--- src/rtl/xbar_arbiter_if.sv ---
// Crossbar arbiter bus: request/destination inputs and the grant/select
// outputs that drive the 4x4 crossbar mux and serializers.
//   req[i]                input i requests a connection
//   dest[2i+1:2i]         destination output for input i
//   grant[i]              input i is connected to an output
//   out_sel[2j+1:2j]      input index driving output j
//   out_en[j]             output j carries a connection
//   load[j]               frame-start strobe for output j
// master: the requesting side; slave: the arbiter.
interface xbar_arbiter_if;
    localparam int unsigned NUM_PORTS = 4;
    localparam int unsigned IDX_W     = 2;

    logic [NUM_PORTS-1:0]         req;
    logic [NUM_PORTS*IDX_W-1:0]   dest;
    logic [NUM_PORTS-1:0]         grant;
    logic [NUM_PORTS*IDX_W-1:0]   out_sel;
    logic [NUM_PORTS-1:0]         out_en;
    logic [NUM_PORTS-1:0]         load;

    modport master (
        output req, dest,
        input  grant, out_sel, out_en, load
    );

    modport slave (
        input  req, dest,
        output grant, out_sel, out_en, load
    );
endinterface

--- src/rtl/xbar_arbiter.sv ---
// 4x4 crossbar arbiter. Each output runs its own IDLE/BUSY FSM with a
// round-robin pointer and a frame hold counter; a granted connection is held
// for exactly FRAME_LEN cycles (legal 2..255) and followed by at least one
// arbitration cycle.
//   clk  system clock, rising edge
//   rst  synchronous, active-high reset
//   bus  xbar_arbiter_if.slave (req/dest in, grant/out_sel/out_en/load out)
module xbar_arbiter #(
    parameter int unsigned FRAME_LEN = 80
) (
    input  logic           clk,
    input  logic           rst,
    xbar_arbiter_if.slave  bus
);
    localparam int unsigned NUM_PORTS = 4;
    localparam int unsigned IDX_W     = 2;
    localparam int unsigned CNT_W     = 8;

    typedef enum logic {
        IDLE = 1'b0,
        BUSY = 1'b1
    } state_e;

    state_e               state_q [NUM_PORTS];
    state_e               state_d [NUM_PORTS];
    logic [IDX_W-1:0]     ptr_q   [NUM_PORTS];
    logic [IDX_W-1:0]     ptr_d   [NUM_PORTS];
    logic [CNT_W-1:0]     cnt_q   [NUM_PORTS];
    logic [CNT_W-1:0]     cnt_d   [NUM_PORTS];
    logic [IDX_W-1:0]     sel_q   [NUM_PORTS];
    logic [IDX_W-1:0]     sel_d   [NUM_PORTS];

    logic [NUM_PORTS-1:0] grant_q, grant_d;
    logic [NUM_PORTS-1:0] en_q,    en_d;
    logic [NUM_PORTS-1:0] load_q,  load_d;

    // State and output registers.
    always_ff @(posedge clk) begin
        if (rst) begin
            for (int j = 0; j < NUM_PORTS; j++) begin
                state_q[j] <= IDLE;
                ptr_q[j]   <= '0;
                cnt_q[j]   <= '0;
                sel_q[j]   <= '0;
            end
            grant_q <= '0;
            en_q    <= '0;
            load_q  <= '0;
        end else begin
            for (int j = 0; j < NUM_PORTS; j++) begin
                state_q[j] <= state_d[j];
                ptr_q[j]   <= ptr_d[j];
                cnt_q[j]   <= cnt_d[j];
                sel_q[j]   <= sel_d[j];
            end
            grant_q <= grant_d;
            en_q    <= en_d;
            load_q  <= load_d;
        end
    end

    // Per-output next state, round-robin pick and next output values.
    always_comb begin
        logic [NUM_PORTS-1:0] cand;
        logic                 found;
        logic [IDX_W-1:0]     pick;
        logic [IDX_W-1:0]     idx;

        cand    = '0;
        found   = 1'b0;
        pick    = '0;
        idx     = '0;
        grant_d = '0;
        en_d    = '0;
        load_d  = '0;
        for (int j = 0; j < NUM_PORTS; j++) begin
            state_d[j] = state_q[j];
            ptr_d[j]   = ptr_q[j];
            cnt_d[j]   = cnt_q[j];
            sel_d[j]   = sel_q[j];
        end

        for (int j = 0; j < NUM_PORTS; j++) begin
            // An input already holding a connection is never a candidate, so
            // two outputs cannot claim the same input; a requester names only
            // one destination, so concurrent picks never collide either.
            for (int i = 0; i < NUM_PORTS; i++) begin
                cand[i] = bus.req[i]
                          && (bus.dest[IDX_W*i +: IDX_W] == IDX_W'(j))
                          && !grant_q[i];
            end

            unique case (state_q[j])
                IDLE: begin
                    found = 1'b0;
                    pick  = ptr_q[j];
                    for (int k = 0; k < NUM_PORTS; k++) begin
                        idx = ptr_q[j] + IDX_W'(k);
                        if (!found && cand[idx]) begin
                            found = 1'b1;
                            pick  = idx;
                        end
                    end
                    if (found) begin
                        state_d[j] = BUSY;
                        sel_d[j]   = pick;
                        cnt_d[j]   = CNT_W'(FRAME_LEN - 1);
                        load_d[j]  = 1'b1;
                    end
                end
                BUSY: begin
                    // Counter hits zero on the last connected cycle; the
                    // following cycle is the mandatory arbitration gap.
                    if (cnt_q[j] != '0) begin
                        cnt_d[j] = cnt_q[j] - CNT_W'(1);
                    end else begin
                        state_d[j] = IDLE;
                        ptr_d[j]   = sel_q[j] + IDX_W'(1);
                    end
                end
                default: begin
                    state_d[j] = IDLE;
                end
            endcase

            en_d[j] = (state_d[j] == BUSY);
            if (en_d[j]) begin
                grant_d[sel_d[j]] = 1'b1;
            end
        end
    end

    // Output mapping; out_sel keeps its last value while the output is idle.
    always_comb begin
        bus.out_sel = '0;
        for (int j = 0; j < NUM_PORTS; j++) begin
            bus.out_sel[IDX_W*j +: IDX_W] = sel_q[j];
        end
    end

    assign bus.grant  = grant_q;
    assign bus.out_en = en_q;
    assign bus.load   = load_q;

endmodule

--- src/flat_wrapper.sv ---
// flat-port wrapper written by rule: the top's interface ports become plain ports
module xbar_arbiter_flat 
#(
    parameter int unsigned FRAME_LEN = 80
)
  (clk, rst, bus_req, bus_dest, bus_grant, bus_out_sel, bus_out_en, bus_load);
  xbar_arbiter_if bus_i ();
  input  logic clk;
  input  logic rst;
  input wire logic [$bits(bus_i.req)-1:0] bus_req;
  input wire logic [$bits(bus_i.dest)-1:0] bus_dest;
  output wire logic [$bits(bus_i.grant)-1:0] bus_grant;
  output wire logic [$bits(bus_i.out_sel)-1:0] bus_out_sel;
  output wire logic [$bits(bus_i.out_en)-1:0] bus_out_en;
  output wire logic [$bits(bus_i.load)-1:0] bus_load;
  assign bus_i.req = bus_req;
  assign bus_i.dest = bus_dest;
  assign bus_grant = bus_i.grant;
  assign bus_out_sel = bus_i.out_sel;
  assign bus_out_en = bus_i.out_en;
  assign bus_load = bus_i.load;
  xbar_arbiter #(.FRAME_LEN(FRAME_LEN)) u_core (.clk(clk), .rst(rst), .bus(bus_i));
endmodule
--- config.mk ---
export PLATFORM = sky130hd
export DESIGN_NAME = xbar_arbiter_flat
export DESIGN_NICKNAME = d
export VERILOG_FILES = /design/src/rtl/xbar_arbiter_if.sv /design/src/rtl/xbar_arbiter.sv /design/src/flat_wrapper.sv
export SDC_FILE = /design/constraint.sdc
export NUM_CORES = 1
export LEC_CHECK = 0
export BUFFER_PORTS_ARGS = -buffer_cell sky130_fd_sc_hd__buf_4
export CAP_MARGIN = 10
export CORE_UTILIZATION = 40
export CTS_CLUSTER_SIZE = 12
export DETAILED_ROUTE_END_ITERATION = 8
export HOLD_SLACK_MARGIN = 0.05
export SYNTH_ARGS = -nofsm -noshare
export SYNTH_HDL_FRONTEND = slang
export SYNTH_SLANG_ARGS = --single-unit
--- constraint.sdc ---
create_clock -name clk -period 3.8 [get_ports clk]
set_input_delay 0.38 -clock clk [delete_from_list [all_inputs] [get_ports clk]]
set_output_delay 0.38 -clock clk [all_outputs]
set_load 0.03 [all_outputs]
==> results of run 1 <==
==> layout by cell type (no fill, tap or decap), types with 2 or more instances in the layout <==
master,instances
a21boi_1,2
a21oi_1,24
a22oi_1,4
a311oi_1,8
a31oi_1,3
a41o_1,2
a41oi_2,2
and3b_1,2
and4b_1,2
and4bb_2,5
buf_4,33
clkbuf_1,2
clkbuf_8,11
clkinv_2,2
dfxtp_1,60
ha_1,4
inv_1,12
nand2_1,14
nand2b_1,8
nand3_1,14
nand3b_1,4
nand4_1,4
nand4b_1,9
nand4bb_1,3
nor2_1,55
nor2b_1,8
nor3_1,12
nor3b_1,4
nor4_1,3
nor4b_1,2
o211ai_1,2
o21a_1,5
o21ai_0,8
o21ai_1,2
o221ai_1,5
o22ai_1,5
or4b_1,3
or4bb_1,2
xnor2_1,12
xor2_1,16
==> layout make-up <==
class | instances | area share
Clock buffer | 13 | 0.0438
Clock inverter | 2 | 0.00276
Inverter | 12 | 0.0124
Multi-Input combinational cell | 275 | 0.507
Sequential cell | 60 | 0.331
Tap cell | 102 | 0.0352
Timing Repair Buffer | 33 | 0.0683
==> worst max-delay path by stage <==
| stage | endpoint | cells after the start | slack (ns) |
|---|---|---|---|
| 6_report | u_core.bus.grant[1]$_SDFF_PP0_ | 8 | 1.55 |
| 5_1_grt | u_core.bus.grant[1]$_SDFF_PP0_ | 8 | 1.31 |
| 4_1_cts | u_core.bus.grant[1]$_SDFF_PP0_ | 8 | 1.53 |
| 3_5_place_dp | u_core.bus.grant[2]$_SDFF_PP0_ | 6 | 1.54 |
| 3_3_place_gp | u_core.bus.grant[3]$_SDFF_PP0_ | 6 | 1.54 |
| 2_1_floorplan | u_core.bus.grant[3]$_SDFF_PP0_ | 6 | 1.77 |
==> cell families after synthesis <==
family	count (synthesis)	synth area share
DFF	60	0.380
and+or+nand+nor	161	0.296
xor gates and xnor gates	28	0.0777
adders and majority gates	4	0.0159
buffers and inverters	27	0.0373
AOI/OAI and AO/OA	82	0.192
==> routing by layer <==
layer | GRT usage | part of all wire
met1 | 0.233 | 0.51
met2 | 0.271 | 0.45
met3 | 0.0446 | 0.032
met4 | 0.0556 | 0.0090
met5 | 0 | 0
==> power by group <==
part / switching [mW] / total, mW / internal, mW
sequential: 0.121 / 0.871 / 0.750
combinational: 0.388 / 0.695 / 0.307
clock: 0.242 / 0.509 / 0.267
==> flip-flops by register name (all words and copies together) (netlist names) <==
signal	flops
u_core.sel_q	8
u_core.bus.load	4
u_core.bus.out_en	3
u_core.bus.grant	4
u_core.cnt_q	32
u_core.ptr_q	8
u_core.state_q	1
==> metrics by stage <==
step	util	setup slack [ns]	hold WS [ns]	cell area, um^2
2_1_floorplan	-	1.77	0.470	3160
4_1_cts	0.472	1.53	0.513	3630
3_5_place_dp	0.450	1.54	0.499	3460
5_1_grt	0.472	1.31	0.526	3630
6_report	0.472	1.55	0.512	3630
3_3_place_gp	0.450	1.54	0.489	3460
==> worst max-delay path: stages, from the launching register on <==
cell and delay, ns:
dfxtp_1 0.37, inv_1 0.06, ha_1 0.21, nor2b_1 0.16, nand4b_1 0.24, a21boi_1 0.64, nand3_1 0.15, o22a_1 0.22
a31oi_1 0.14
==> impl_metrics.py, run 1 <==
metrics = {
    "synth": {
        "seq_area_frac_synth": 0.380,
        "yosysTopAreaCell": "dfxtp_1",
        "synth_area_per_cell_um2": 8.72,
        "synth_edf_count": 0,
        "syn_inst": 362,
        "synth_ff_type": "dfxtp_1",
        "syn_area_um2": 3160,
        "yosys_warnings": 0,
        "ys_ff_latch": 60,
        "syn-num-nets": 380,
        "yosys-top-cells-count": "dfxtp_1 (60), nor2_1 (55), a21oi_1 (24)",
        "synth.top_cells.by_area": "dfxtp_1 (38%), nor2_1 (6.5%), xor2_1 (4.4%), a21oi_1 (3.8%), xnor2_1 (3.3%)",
        "synthArstFlopShare": 0,
        "yosys.cell_count.top_type": "dfxtp_1",
        "ys_types": 57,
        "synth_top_area_frac": 0.380,
    },
    "layout": {
        "diodes": 0,
        "fin_nets": 409,
        "nFillCells": 776,
        "multi_input_area_um2": 1840,
        "final-seq-area_um2": 1200,
        "instances_no_fill": 497,
        "layout-drive-gt1-share": 0.152,
        "syn_to_final_growth_pct": 14.9,
    },
    "global_routing": {
        "grt_pass1_vias": 2356,
        "track_usage": 0.174,
        "grt_pass1_wl_mm": 11.4,
        "antenna_found_initial": 0,
        "grt_max_degree": 55,
        "grt_overflow_total": 0,
    },
    "timing": {
        "fin_setup_tns_ns": 0,
        "post-route-min-period_ns": 2.25,
        "clock-skew-final_ns": 0.00510,
        "rsz0062_at_grt": "false",
        "final-setup-viol-count": 0,
        "drv_slew": 0,
        "max_freq_mhz": 444,
        "slew_headroom": 0.529,
        "period_share": 0.593,
        "hold_violations": 0,
        "tightest_slew_ns": 0.705,
    },
    "outcome": {
        "status": "complete, no violations",
    },
    "clocking": {
        "cts_setup_buffers": 0,
        "cts_buffers": 9,
        "h-tree-depth": 3,
        "clockRootBuffer": "clkbuf_8",
        "postCtsHoldBufs": 0,
        "clk_latency_ns": 0.34,
        "tritoncts": "built",
        "clk_pin_slew_ns": 0.07,
        "cts_buffer_depth": 2,
        "ctsResizeCount": 0,
        "cts.sinks": 60,
    },
    "floorplan": {
        "core_area_um2": 7690,
        "initial_core_util": 0.411,
        "io_pins": 34,
        "placementRows": 32,
        "die_h_um": 90.8,
        "die_w_um": 90.8,
        "dieArea_um2": 8250,
    },
    "drt": {
        "dr.first_iter.drc_count": 77,
        "drc": 0,
        "wl_per_cell_um": 14.0,
        "num_vias": 2674,
        "routed_via_density": 5.38,
        "detail-route-antenna-nets": 0,
        "totalWireLength_mm": 6.96,
        "dr.pass1.iters": 4,
    },
    "setup_path": {
        "crit_required_ns": 4.07,
        "rr_startpoint": "u_core.cnt_q[2][0]$_SDFFE_PP0P_",
        "crit_arrival_ns": 2.52,
        "crit_fanout": 11,
        "crit_type": "reg2reg",
        "start_kind": "flip-flop",
        "critPathCaptureType": "flip-flop",
        "rr_worst_depth": 8,
        "r2r-end": "u_core.bus.grant[1]$_SDFF_PP0_",
        "reg2reg_slack_ns": 1.55,
        "cp-startpoint": "u_core.cnt_q[2][0]$_SDFFE_PP0P_",
    },
    "min_path": {
        "hp-start": "u_core.cnt_q[0][0]$_SDFFE_PP0P_",
        "hold-path-endpoint": "u_core.cnt_q[0][0]$_SDFFE_PP0P_",
        "hold_depth": 1,
        "hold_path.class": "reg2reg",
    },
    "place": {
        "dpl.hpwl_mm": 4.89,
        "place_inst": 482,
        "portBuffers": 33,
        "place_congestion": 0.760,
    },
    "run": {
        "drv_cap": 0,
    },
    "power_and_ir_drop": {
        "p_leak_nw": 1.38,
        "power.total_mw": 2.07,
        "ir_drop_v": 0.000256,
        "cellPowerDensity_nw_per_um2": 572,
    },
}
Note: power is estimated with default switching activity, not from simulation.
==> inputs of run 2 (changes only) <==
==> constraint.sdc (replaced) <==
create_clock -name clk -period 2.1 [get_ports clk]
set_input_delay 0.21 -clock clk [delete_from_list [all_inputs] [get_ports clk]]
set_output_delay 0.21 -clock clk [all_outputs]
set_load 0.03 [all_outputs]
==> impl_metrics.py, run 2 (same netlist as run 1, synthesis figures left out) <==
metrics = {
    "outcome": {
        "status": "complete, no violations",
    },
    "layout": {
        "final-seq-area_um2": 1200,
        "layout-drive-gt1-share": 0.200,
        "nFillCells": 766,
        "final_cell_mix": "dfxtp_1 (59), nor2_1 (55), buf_4 (48)",
        "syn_to_final_growth_pct": 19.7,
        "fin_nets": 424,
        "largest_reg_flops": 32,
        "top_regs": "u_core.cnt_q: 32 flops, u_core.ptr_q: 8 flops, u_core.sel_q: 8 flops",
        "regMostFlops": "u_core.cnt_q",
        "stdcell_area_um2": 3780,
        "utilization": 0.492,
        "layout_commonest_cell": "dfxtp_1",
        "multi_input_area_um2": 1860,
        "diodes": 0,
    },
    "setup_path": {
        "cp_slowest_cell": "or3_1",
        "rr_startpoint": "u_core.bus.grant[2]$_SDFF_PP0_",
        "critPathCaptureType": "flip-flop",
        "r2r-end": "u_core.bus.grant[3]$_SDFF_PP0_",
        "crit_required_ns": 2.36,
        "start_kind": "flip-flop",
        "crit_buf_inv": 0,
        "crit_family": "simple AND/OR/NAND/NOR gates",
        "worstPathCellList": "nand4bb_1 -> nor3b_1 -> a211o_1 -> a41o_1 -> or3_1 -> a41oi_2",
        "crit_arrival_ns": 2.23,
        "crit_cells": 6,
        "reg2reg_slack_ns": 0.13,
        "cp-startpoint": "u_core.bus.grant[2]$_SDFF_PP0_",
        "max_stage_delay_ns": 0.38,
        "crit_type": "reg2reg",
        "rr_worst_depth": 6,
        "crit_fanout": 6,
        "crit_path_end": "u_core.bus.grant[3]$_SDFF_PP0_",
    },
    "timing": {
        "clock-skew-final_ns": 0.0104,
        "period_share": 0.937,
        "post-route-min-period_ns": 1.97,
        "hold_violations": 0,
        "slew_headroom": 0.693,
        "max_freq_mhz": 508,
        "final-setup-viol-count": 0,
        "tightest_slew_ns": 0.461,
        "drv_slew": 0,
        "fin_setup_tns_ns": 0,
        "rsz0062_at_grt": "false",
    },
    "clocking": {
        "cts.sinks": 60,
        "tritoncts": "built",
        "cts_buffers": 9,
        "h-tree-depth": 3,
        "postCtsHoldBufs": 0,
        "clk_pin_slew_ns": 0.07,
        "clk_latency_ns": 0.34,
        "cts_buffer_depth": 2,
        "clockRootBuffer": "clkbuf_8",
    },
    "floorplan": {
        "io_pins": 34,
        "placementRows": 32,
        "dieArea_um2": 8250,
        "die_w_um": 90.8,
        "initial_core_util": 0.411,
        "core_area_um2": 7690,
        "die_h_um": 90.8,
    },
    "global_routing": {
        "grt_max_degree": 42,
        "antenna_found_initial": 0,
        "grt_pass1_vias": 2568,
        "grt_overflow_total": 0,
        "grt_pass1_wl_mm": 12.1,
        "track_usage": 0.184,
    },
    "place": {
        "dpl.hpwl_mm": 5.24,
        "place_congestion": 0.808,
        "place_area_um2": 3560,
        "portBuffers": 33,
    },
    "power_and_ir_drop": {
        "p_leak_nw": 1.46,
        "ir_drop_v": 0.000404,
        "cellPowerDensity_nw_per_um2": 1030,
        "power.total_mw": 3.91,
    },
    "min_path": {
        "hold_depth": 2,
        "hold_path.class": "in2reg",
    },
    "drt": {
        "dr.first_iter.drc_count": 109,
        "wl_per_cell_um": 14.2,
        "num_vias": 2783,
        "drc": 0,
        "detail-route-antenna-nets": 0,
        "totalWireLength_mm": 7.25,
        "dr.pass1.iters": 4,
        "routed_via_density": 5.44,
    },
    "run": {
        "drv_cap": 0,
    },
}
[run 2: cell count changes in the layout (fill, tap and decap cells not counted), sizes merged]
cell,before,now
clkinv,2,1
buf,33,48
clkbuf,13,14
[run 2: worst min-delay path by stage]
stage,from,endpoint,slack (ns)
finish,rst,u_core.ptr_q[0][0]$_SDFFE_PP0P_,0.31
global route,rst,u_core.sel_q[1][1]$_SDFF_PP0_,0.31
CTS,rst,u_core.ptr_q[0][0]$_SDFFE_PP0P_,0.29
detailed placement,u_core.cnt_q[2][7]$_SDFFE_PP0P_,u_core.cnt_q[2][7]$_SDFFE_PP0P_,0.49
global placement,u_core.cnt_q[2][7]$_SDFFE_PP0P_,u_core.cnt_q[2][7]$_SDFFE_PP0P_,0.49
floorplan,u_core.cnt_q[0][7]$_SDFFE_PP0P_,u_core.cnt_q[0][7]$_SDFFE_PP0P_,0.47
[run 2: metal layers]
| layer | global-route usage | up-vias | share of wire |
|---|---|---|---|
| met5 | 0 | - | 0 |
| met4 | 0.0714 | 0 | 0.016 |
| met3 | 0.0480 | 12 | 0.041 |
| met2 | 0.297 | 42 | 0.45 |
| met1 | 0.234 | 1309 | 0.49 |
| li1 | - | 1420 | - |
[run 2: final cells by class]
cell class                 instances  share of cell area
inverter                          12              0.0119
timing repair buffer              48              0.0953
tap                              102              0.0338
clock buffer                      14              0.0483
clock inverter                     1             0.00132
multi-input combinational        275               0.491
sequential                        60               0.318
[run 2: power by group]
group / internal, mW / switching [mW] / leakage (nW)
sequential: 1.36 / 0.209 / 0.494
clock: 0.550 / 0.435 / 0.0986
combinational: 0.623 / 0.737 / 0.868
[run 2: timing repair]
action	in CTS	in global routing
resized for setup	0	7
endpoints found under the setup margin	0	6
buffers inserted	0	2
[run 2: stage by stage]
stage          hold WS, ns  std cells  worst slack [ns]
2_1_floorplan        0.470        362            0.0677
3_3_place_gp         0.485        495             0.113
4_1_cts              0.291        510            0.0706
5_1_grt              0.308        512            0.0131
6_report             0.307        512             0.133
3_5_place_dp         0.489        495            0.0782
==> inputs of run 3 (changes only) <==
==> constraint.sdc (replaced) <==
create_clock -name clk -period 1.6 [get_ports clk]
set_input_delay 0.16 -clock clk [delete_from_list [all_inputs] [get_ports clk]]
set_output_delay 0.16 -clock clk [all_outputs]
set_load 0.03 [all_outputs]
==> impl_metrics.py, run 3 (same netlist as run 1, synthesis figures left out) <==
metrics = {
    "floorplan": {
        "initial_core_util": 0.411,
        "core_area_um2": 7690,
        "die_h_um": 90.8,
        "dieArea_um2": 8250,
        "placementRows": 32,
        "io_pins": 34,
        "die_w_um": 90.8,
    },
    "place": {
        "portBuffers": 33,
        "place_area_um2": 4100,
        "place_congestion": 0.798,
        "pre_cts_ws_ns": -0.336,
        "dpl.hpwl_mm": 5.93,
    },
    "setup_path": {
        "worstPathCellList": "or4b_4 -> a41o_4 -> a21oi_4 -> a2bb2oi_2 -> nand2b_1 -> a41oi_2",
        "start_kind": "flip-flop",
        "critPathCaptureType": "flip-flop",
        "crit_type": "reg2reg",
        "cp-startpoint": "u_core.bus.grant[0]$_SDFF_PP0_",
        "rr_startpoint": "u_core.bus.grant[0]$_SDFF_PP0_",
        "r2r-end": "u_core.bus.grant[0]$_SDFF_PP0_",
        "crit_required_ns": 1.85,
        "cp_slowest_cell": "or4b_4",
        "crit_fanout": 5,
        "crit_arrival_ns": 2.14,
        "reg2reg_slack_ns": -0.29,
        "max_stage_delay_ns": 0.55,
        "rr_worst_depth": 6,
        "crit_path_end": "u_core.bus.grant[0]$_SDFF_PP0_",
    },
    "timing": {
        "tightest_slew_ns": 0.565,
        "worst_slack_ns": -0.293,
        "clock-skew-final_ns": 0.00665,
        "rsz0062_at_grt": "true",
        "hold_ws_ns": 0.224,
        "drv_slew": 0,
        "hold_violations": 0,
        "final-setup-viol-count": 32,
        "slew_headroom": 0.621,
        "period_share": 1.18,
        "post-route-min-period_ns": 1.89,
        "max_freq_mhz": 528,
    },
    "clocking": {
        "cts.sinks": 60,
        "postCtsHoldBufs": 0,
        "cts_buffer_depth": 2,
        "h-tree-depth": 3,
        "tritoncts": "built",
        "clk_latency_ns": 0.34,
        "cts_buffers": 9,
        "clockRootBuffer": "clkbuf_8",
        "clk_pin_slew_ns": 0.06,
    },
    "global_routing": {
        "track_usage": 0.210,
        "grt_pass1_wl_mm": 13.9,
        "grt_overflow_total": 0,
        "antenna_found_initial": 0,
        "grt_pass1_vias": 2906,
        "grt_max_degree": 30,
    },
    "drt": {
        "num_vias": 3088,
        "wl_met3_um": 256,
        "dr.first_iter.drc_count": 114,
        "totalWireLength_mm": 8.71,
        "maxUsedRoutingLayer": "met4",
        "routed_via_density": 5.33,
        "wl_per_cell_um": 15.1,
        "drc": 0,
        "dr.pass1.iters": 4,
        "detail-route-antenna-nets": 0,
        "wl_met2_mm": 4.12,
        "met1_length_mm": 4.23,
    },
    "power_and_ir_drop": {
        "p_sw_frac": 0.341,
        "ir_drop_v": 0.000794,
        "p_switching_mw": 2.22,
        "intPower_mw": 4.29,
        "combinationalPowerShare": 0.424,
        "cellPowerDensity_nw_per_um2": 1370,
        "p_leak_nw": 1.91,
        "p_clk_frac": 0.257,
        "pwr-share-seq": 0.319,
    },
    "layout": {
        "regMostFlops": "u_core.cnt_q",
        "layout-drive-gt1-share": 0.453,
        "stdcell_area_um2": 4760,
        "diodes": 0,
        "largest_reg_flops": 32,
        "fin_nets": 490,
        "syn_to_final_growth_pct": 50.7,
        "final_cell_mix": "buf_4 (102), dfxtp_1 (53), nor2_1 (43)",
        "top_regs": "u_core.cnt_q: 32 flops, u_core.ptr_q: 8 flops, u_core.sel_q: 8 flops",
        "layout_commonest_cell": "buf_4",
    },
    "outcome": {
        "violations": "negative setup slack",
        "status": "finished, violations left",
    },
    "min_path": {
        "hold_path.class": "in2reg",
    },
    "run": {
        "drv_cap": 0,
    },
}
==> run 3: changes by cell type in the layout (fill, tap and decap cells not counted), moves of 5 or more <==
| cell | previous run | this run |
|---|---|---|
| buf_6 | 0 | 10 |
| nor2_1 | 55 | 43 |
| nand2_1 | 13 | 8 |
| nor2_2 | 0 | 10 |
| dfxtp_1 | 59 | 53 |
| nand3_1 | 14 | 7 |
| buf_4 | 48 | 102 |
| nand3_2 | 0 | 7 |
| nand2_2 | 1 | 6 |
==> run 3: metal layers <==
layer,global-route usage,vias to the layer above
met5,0,-
met4,0.0569,0
met3,0.0513,9
met2,0.335,46
met1,0.281,1480
li1,-,1553
==> run 3: layout make-up <==
| cell class | instances | area, um^2 |
|---|---|---|
| Sequential cell | 60 | 1220 |
| Clock buffer | 13 | 180 |
| Tap cell | 102 | 128 |
| Multi-Input combinational cell | 276 | 2220 |
| Inverter | 12 | 45.0 |
| Fill cell | 693 | 2930 |
| Timing Repair Buffer | 113 | 898 |
| Clock inverter | 3 | 65.1 |
==> run 3: critical path, delay by kind of cell (launching register included) <==
family	cells	cell delay, ns
AO/OA/AOI/OAI	4	0.74
flip-flops	1	0.34
AND/OR/NAND/NOR	2	0.73
==> run 3: how the worst min path moves through the flow <==
| stage | to | slack [ns] | cells past startpoint | from |
|---|---|---|---|---|
| 2_1_floorplan | u_core.bus.out_en[0]$_SDFF_PP0_ | 0.44 | 2 | rst |
| 3_3_place_gp | u_core.cnt_q[0][7]$_SDFFE_PP0P_ | 0.49 | 2 | u_core.cnt_q[0][7]$_SDFFE_PP0P_ |
| 3_5_place_dp | u_core.cnt_q[0][7]$_SDFFE_PP0P_ | 0.49 | 2 | u_core.cnt_q[0][7]$_SDFFE_PP0P_ |
| 4_1_cts | u_core.bus.load[1]$_SDFF_PP0_ | 0.19 | 2 | rst |
| 5_1_grt | u_core.sel_q[2][1]$_SDFF_PP0_ | 0.22 | 2 | rst |
| 6_report | u_core.sel_q[2][1]$_SDFF_PP0_ | 0.22 | 2 | rst |
==> run 3: timing repair <==
item,4_1_cts,5_1_grt
resized for setup,33,46
endpoints found under the setup margin,40,49
cloned,1,0
pin swaps,18,40
buffers inserted,3,6
hold endpoints to repair,0,0
==> run 3: power groups by stage <==
stage,Sequential (mW),Clock [mW],Combinational [mW]
final,2.08,1.67,2.76
after global routing,2.12,1.77,2.98
after global placement,2.06,0,2.30
after detailed placement,2.07,0,2.33
after CTS,2.05,1.70,2.50
after floorplan,2.16,0,1.33
==> run 3: metrics by stage <==
stage | total power [mW] | util | std cells | setup TNS [ns]
after floorplan | 3.48 | - | 362 | -2.28
after global placement | 4.36 | 0.533 | 554 | -5.65
after detailed placement | 4.40 | 0.533 | 554 | -6.75
after CTS | 6.25 | 0.588 | 574 | -3.54
after global routing | 6.87 | 0.619 | 579 | -6.96
final | 6.51 | 0.619 | 579 | -3.69
